**config.mk**
```make
export PLATFORM = sky130hd
export DESIGN_NAME = register_file_mp
export DESIGN_NICKNAME = d
export VERILOG_FILES = /design/src/rtl/rf_pkg.sv /design/src/rtl/rf_scoreboard.sv /design/src/rtl/register_file_mp.sv
export SDC_FILE = /design/constraint.sdc
export NUM_CORES = 2
export LEC_CHECK = 0
export BUFFER_PORTS_ARGS = -buffer_cell sky130_fd_sc_hd__buf_2
export CORE_UTILIZATION = 35
export CTS_CLUSTER_DIAMETER = 80
export DETAILED_ROUTE_END_ITERATION = 7
export PLACE_DENSITY = 0.48
export SKIP_CTS_REPAIR_TIMING = 1
export SYNTH_ARGS = -nofsm -noshare
export SYNTH_HDL_FRONTEND = slang
export SYNTH_SLANG_ARGS = --single-unit
```
**constraint.sdc**
```tcl
create_clock -name clk -period 1.85 [get_ports clk]
set_input_delay 0 -clock clk [delete_from_list [all_inputs] [get_ports clk]]
set_output_delay 0 -clock clk [all_outputs]
set_load 0.01 [all_outputs]
```
**src/rtl/rf_pkg.sv**
```systemverilog
// Shared constants and helpers for the multi-port register file.
// The priority select is used by both the write merge and the read bypass.
package rf_pkg;

   localparam int RF_DATA_W = 32;
   localparam int RF_DEPTH  = 32;
   localparam int RF_MAX_WR = 4;

   function automatic int f_addr_w(input int depth);
      return (depth < 2) ? 1 : $clog2(depth);
   endfunction

   // Highest-numbered set bit wins; returns 0 when nothing matches.
   function automatic logic [1:0] f_prio_sel(input logic [RF_MAX_WR-1:0] match);
      logic [1:0] sel;
      sel = '0;
      for (int j = 0; j < RF_MAX_WR; j++) begin
         if (match[j]) sel = 2'(j);
      end
      return sel;
   endfunction

endpackage

```
**src/rtl/rf_scoreboard.sv**
```systemverilog
// Per-register busy bits: allocation sets, write-back clears, allocation wins.
// Also exports the set of registers whose busy bit drops on the coming edge.
module rf_scoreboard
   import rf_pkg::*;
#(
   parameter int DEPTH    = RF_DEPTH,
   parameter int NUM_WR   = 1,
   parameter int ZERO_REG = 1,
   localparam int AW      = f_addr_w(DEPTH)
) (
   input  logic                 clk,
   input  logic                 reset_n,
   input  logic [NUM_WR-1:0]    i_wr_en,
   input  logic [NUM_WR*AW-1:0] i_wr_addr,
   input  logic                 i_alloc_en,
   input  logic [AW-1:0]        i_alloc_addr,
   output logic [DEPTH-1:0]     o_busy,
   output logic [DEPTH-1:0]     o_clr_mask
);

   logic [DEPTH-1:0] w_set;
   logic [DEPTH-1:0] w_clr;
   logic [DEPTH-1:0] r_busy;

   genvar gi, gj;
   generate
      for (gi = 0; gi < DEPTH; gi++) begin : g_bit
         if (ZERO_REG != 0 && gi == 0) begin : g_zero
            assign w_set[gi] = 1'b0;
            assign w_clr[gi] = 1'b0;
         end else begin : g_live
            logic [NUM_WR-1:0] w_hit;
            for (gj = 0; gj < NUM_WR; gj++) begin : g_wp
               assign w_hit[gj] = i_wr_en[gj] && (i_wr_addr[gj*AW +: AW] == AW'(gi));
            end
            assign w_set[gi] = i_alloc_en && (i_alloc_addr == AW'(gi));
            assign w_clr[gi] = |w_hit;
         end
      end
   endgenerate

   always_ff @(posedge clk or negedge reset_n) begin
      if (!reset_n) begin
         r_busy <= '0;
      end else begin
         r_busy <= w_set | (r_busy & ~w_clr);
      end
   end

   assign o_busy     = r_busy;
   assign o_clr_mask = w_clr & ~w_set;

endmodule

```
**src/rtl/register_file_mp.sv**
```systemverilog
// Multi-port integer register file with write-to-read bypass and a busy
// scoreboard; reads are combinational, writes and busy updates on the edge.
module register_file_mp
   import rf_pkg::*;
#(
   parameter int DATA_W   = RF_DATA_W,
   parameter int DEPTH    = RF_DEPTH,
   parameter int NUM_RD   = 2,
   parameter int NUM_WR   = 1,
   parameter int ZERO_REG = 1,
   parameter int BYPASS   = 1,
   localparam int AW      = f_addr_w(DEPTH)
) (
   input  logic                     clk,
   input  logic                     reset_n,
   input  logic [NUM_RD-1:0]        rd_en,
   input  logic [NUM_RD*AW-1:0]     rd_addr,
   output logic [NUM_RD*DATA_W-1:0] rd_data,
   output logic [NUM_RD-1:0]        rd_busy,
   input  logic [NUM_WR-1:0]        wr_en,
   input  logic [NUM_WR*AW-1:0]     wr_addr,
   input  logic [NUM_WR*DATA_W-1:0] wr_data,
   input  logic                     alloc_en,
   input  logic [AW-1:0]            alloc_addr
);

   logic [DATA_W-1:0] w_mem [DEPTH];
   logic [DEPTH-1:0]  w_busy_vec;
   logic [DEPTH-1:0]  w_clr_mask;

   rf_scoreboard #(
      .DEPTH    (DEPTH),
      .NUM_WR   (NUM_WR),
      .ZERO_REG (ZERO_REG)
   ) u_scoreboard (
      .clk          (clk),
      .reset_n      (reset_n),
      .i_wr_en      (wr_en),
      .i_wr_addr    (wr_addr),
      .i_alloc_en   (alloc_en),
      .i_alloc_addr (alloc_addr),
      .o_busy       (w_busy_vec),
      .o_clr_mask   (w_clr_mask)
   );

   genvar gi, gj;
   generate
      // Storage with per-register write merge across all write ports.
      for (gi = 0; gi < DEPTH; gi++) begin : g_reg
         if (ZERO_REG != 0 && gi == 0) begin : g_zero
            assign w_mem[gi] = '0;
         end else begin : g_flop
            logic [NUM_WR-1:0] w_match;
            logic [1:0]        w_sel;
            logic [DATA_W-1:0] r_q;
            for (gj = 0; gj < NUM_WR; gj++) begin : g_wp
               assign w_match[gj] = wr_en[gj] && (wr_addr[gj*AW +: AW] == AW'(gi));
            end
            assign w_sel = f_prio_sel(RF_MAX_WR'(w_match));
            always_ff @(posedge clk or negedge reset_n) begin
               if (!reset_n) begin
                  r_q <= '0;
               end else if (|w_match) begin
                  r_q <= wr_data[int'(w_sel)*DATA_W +: DATA_W];
               end
            end
            assign w_mem[gi] = r_q;
         end
      end

      for (gi = 0; gi < NUM_RD; gi++) begin : g_rd
         logic [AW-1:0] w_ra;
         logic          w_zero;
         assign w_ra   = rd_addr[gi*AW +: AW];
         assign w_zero = (ZERO_REG != 0) && (w_ra == '0);

         if (BYPASS != 0) begin : g_byp
            logic [NUM_WR-1:0] w_match;
            logic [1:0]        w_sel;
            logic              w_hit;
            logic              w_alloc_hit;
            for (gj = 0; gj < NUM_WR; gj++) begin : g_wp
               assign w_match[gj] = wr_en[gj] && !w_zero && (wr_addr[gj*AW +: AW] == w_ra);
            end
            assign w_sel       = f_prio_sel(RF_MAX_WR'(w_match));
            assign w_hit       = |w_match;
            assign w_alloc_hit = alloc_en && (alloc_addr == w_ra);

            assign rd_data[gi*DATA_W +: DATA_W] =
               (!rd_en[gi] || w_zero) ? '0 :
               w_hit                  ? wr_data[int'(w_sel)*DATA_W +: DATA_W] :
                                        w_mem[w_ra];
            // A same-cycle write retires the producer unless a new one is issued now.
            assign rd_busy[gi] = rd_en[gi] &&
               ((w_busy_vec[w_ra] && !w_clr_mask[w_ra]) || (w_hit && w_alloc_hit));
         end else begin : g_nobyp
            assign rd_data[gi*DATA_W +: DATA_W] =
               (rd_en[gi] && !w_zero) ? w_mem[w_ra] : '0;
            assign rd_busy[gi] = rd_en[gi] && w_busy_vec[w_ra];
         end
      end
   endgenerate

endmodule

```
==> impl_metrics.toml <==
[status]
outcome = "finished with violations"
violations = "hold timing, setup timing"

[pwr]
cellPowerDensity_mw_per_mm2 = 1024
p_total_mw = 71.70
leakagePower_nw = 30.46
pwr-share-seq_pct = 41.7
p_int_mw = 52.04
switching_share_pct = 27.42
comb_power_share_pct = 23.0
peakVddDrop_uv = 971.0
power_switching_mw = 19.66
clkPwrFrac_pct = 35.3

[global_routing]
gr-usage-all-layers_pct = 25.06
grt_max_degree = 145
grt_pass1_wl_mm = 294.2
grt_pass1_vias = 38934
grt-ovfl-total = 0
antenna_found_initial = 1

[yosys]
ys_seq_elements = 1023
async_flop_share_pct = 100.0
ys_seq_area_share_pct = 45.54
synth_edf_count = 0
synth_top_area_cell = "dfrtp_1"
syn_avg_cell_area_um2 = 14.82
synth_cells = 3793
yosysUniqueCellTypes = 70
synthTopCellsByArea = "dfrtp_1 46%, mux4_2 23%, mux2_2 19%"
synth_nets = 3851
ys_warn_count = 0
syn_area_mm2 = 0.05622
synth_top_area_share_pct = 45.54
synthFlopType = "dfrtp_1"

[finish]
final-seq-area_mm2 = 0.02560
nNetsFinal = 4325
final_common_cell = "dfrtp_1"
area_growth_pct = 24.60
multi_input_area_mm2 = 0.02973
post_route_cells_drive_above_1_share_pct = 59.13
postLayoutCellArea_mm2 = 0.07004
layout_common_cells = "1023 x dfrtp_1, 965 x mux2_2, 582 x mux4_2"
layout.filler_cells = 14309
antenna_cells = 0

[critical_path]
crit_path_end_kind = "output pin"
worstSetupStartpointType = "register"
r2r_setup_slack_ns = 0.59
cp.arrival_ns = 2.89
cp.required_ns = 1.85
critPathMaxFanout = 3
path_class = "register to output pin"

[die]
dieArea_mm2 = 0.1622
start_util_pct = 35.37
row_count = 146
core_area_mm2 = 0.1589
die_w_um = 402.8
die_height_um = 402.8
io_pins = 124

[sta]
layout_worst_path_cycle_share_pct = 156.3
tightestPinTransition_ns = 1.014
period_needed_ns = 2.892
hold_viol_final = 27
fin_ws_ns = -1.042
report.final.slew_viol_count = 0
fin_hold_ws_ns = -0.06128
skew_ns = 0
slew-limit-headroom_pct = 32.40
max_freq_ghz = 0.3457
setup_viol = 114
grt_setup_unrepaired = "yes"

[clock_tree]
cts_tree = "yes"
clockBufferDepth = 3
numCtsBuffers = 117
path_clk_slew_ns = 0.06
cts.sinks = 1023
clock_latency_ns = 0.74
h-tree-depth = 3
ctsRootBufferMaster = "clkbuf_16"

[worst_hold_path]
min_path_type = "input port to async pin"

[routing]
dr.pass1.iters = 6
vias = 37663
drc = 0
viasPerCell = 5.848
drtIter0Drc = 2651
ant_nets = 0
finalWirelength_mm = 201.2
avgRoutedWirePerCell_um = 31.25

[placement]
hpwlAfterDp_mm = 129.7
portBuffers = 123
post_dp_cell_area_mm2 = 0.06467
gp_congestion = 0.8746

[flow_run]
maxCapViolCount = 0
[flip-flops by register name, summed over array words and instances, names as in the netlist]
| register | cells |
|---|---|
| u_scoreboard.o_busy | 31 |
| g.g_flop.r_q | 992 |
[stage by stage]
step	std cells	TNS, ns	util (%)	setup WS, ns
finish	6440	-54.29	44.07	-1.042
floorplan	3793	0	-	0.01928
global placement	6172	-59.81	40.69	-0.9198
detailed placement	6172	-53.61	40.69	-0.8359
CTS	6392	-60.17	43.34	-1.350
global route	6440	-79.47	44.07	-1.110
[synthesized netlist by cell type, drive strengths merged, types with 3 or more instances]
master,count
nand4,6
a22o,56
nand4bb,3
buf,196
or2,3
nand2b,8
nand3,40
a211oi,3
xnor2,5
nor2b,16
a2111oi,9
nand3b,4
o21ai,67
a221oi,8
o22ai,48
xor2,12
mux4,582
o311ai,4
dfrtp,1023
inv,8
mux2i,68
nor3,8
clkbuf,216
nor2,53
nand2,253
nor4b,3
and2,4
mux2,994
a21o,19
nand4b,5
a21oi,27
nor4,7
[power by group through the flow]
stage	Sequential, mW	Clock (mW)	Combinational (mW)
2_1_floorplan	29.1	0	11.1
3_3_place_gp	30.1	0	15.7
3_5_place_dp	30.2	0	15.9
4_1_cts	29.8	25.9	16.0
5_1_grt	30.5	26.8	17.6
6_report	29.9	25.3	16.5
[worst max-delay path, cell delays in order, from the launching register on]
cell      delay [ns]
dfrtp_1         0.40
mux4_2          0.45
nand3b_1        0.09
a311oi_1        0.05
o21a_1          0.11
o31a_1          0.27
or4_4           0.59
buf_6           0.15
[logic make-up (layout without fill, tap and decap cells)]
group | Yosys count | in the layout | share of synthesized area [%]
simple gates | 426 | 426 | 3.472
mux | 1644 | 1644 | 44.44
xor+xnor | 17 | 17 | 0.2649
compound gates | 263 | 263 | 3.198
flops | 1023 | 1023 | 45.54
buf+inv | 420 | 995 | 3.087
[cell type report]
cell class	count	share of cell area (%)
Multi-Input combinational cell	2350	42.45
Sequential cell	1023	36.55
Timing Repair Buffer	767	11.25
Clock buffer	166	4.786
Tap cell	2072	3.701
Clock inverter	54	1.222
Inverter	8	0.04466
[path summary, 6_finish.rpt]
path                                            end                     from  cells after the start
setup reg to reg            u_scoreboard.o_busy[27]  u_scoreboard.o_busy[27]                      3
min in group clk             u_scoreboard.o_busy[5]            alloc_addr[0]                      5
hold / removal             g_reg[23].g_flop.r_q[28]                  reset_n                      3
hold reg to reg              g_reg[7].g_flop.r_q[3]   g_reg[7].g_flop.r_q[3]                      2
setup / recovery                         rd_busy[1]   u_scoreboard.o_busy[4]                      7
max in group asynchronous   g_reg[1].g_flop.r_q[12]                  reset_n                      5
[metal layers]
layer | vias up | track usage, % | routed length [um]
met5 | - | 0 | 8
met4 | 2 | 6.677 | 5420
met3 | 267 | 3.351 | 9820
met2 | 1070 | 40.07 | 95550
met1 | 20636 | 35.84 | 90420
li1 | 15688 | - | -
Power figures use the tool's default switching activity.
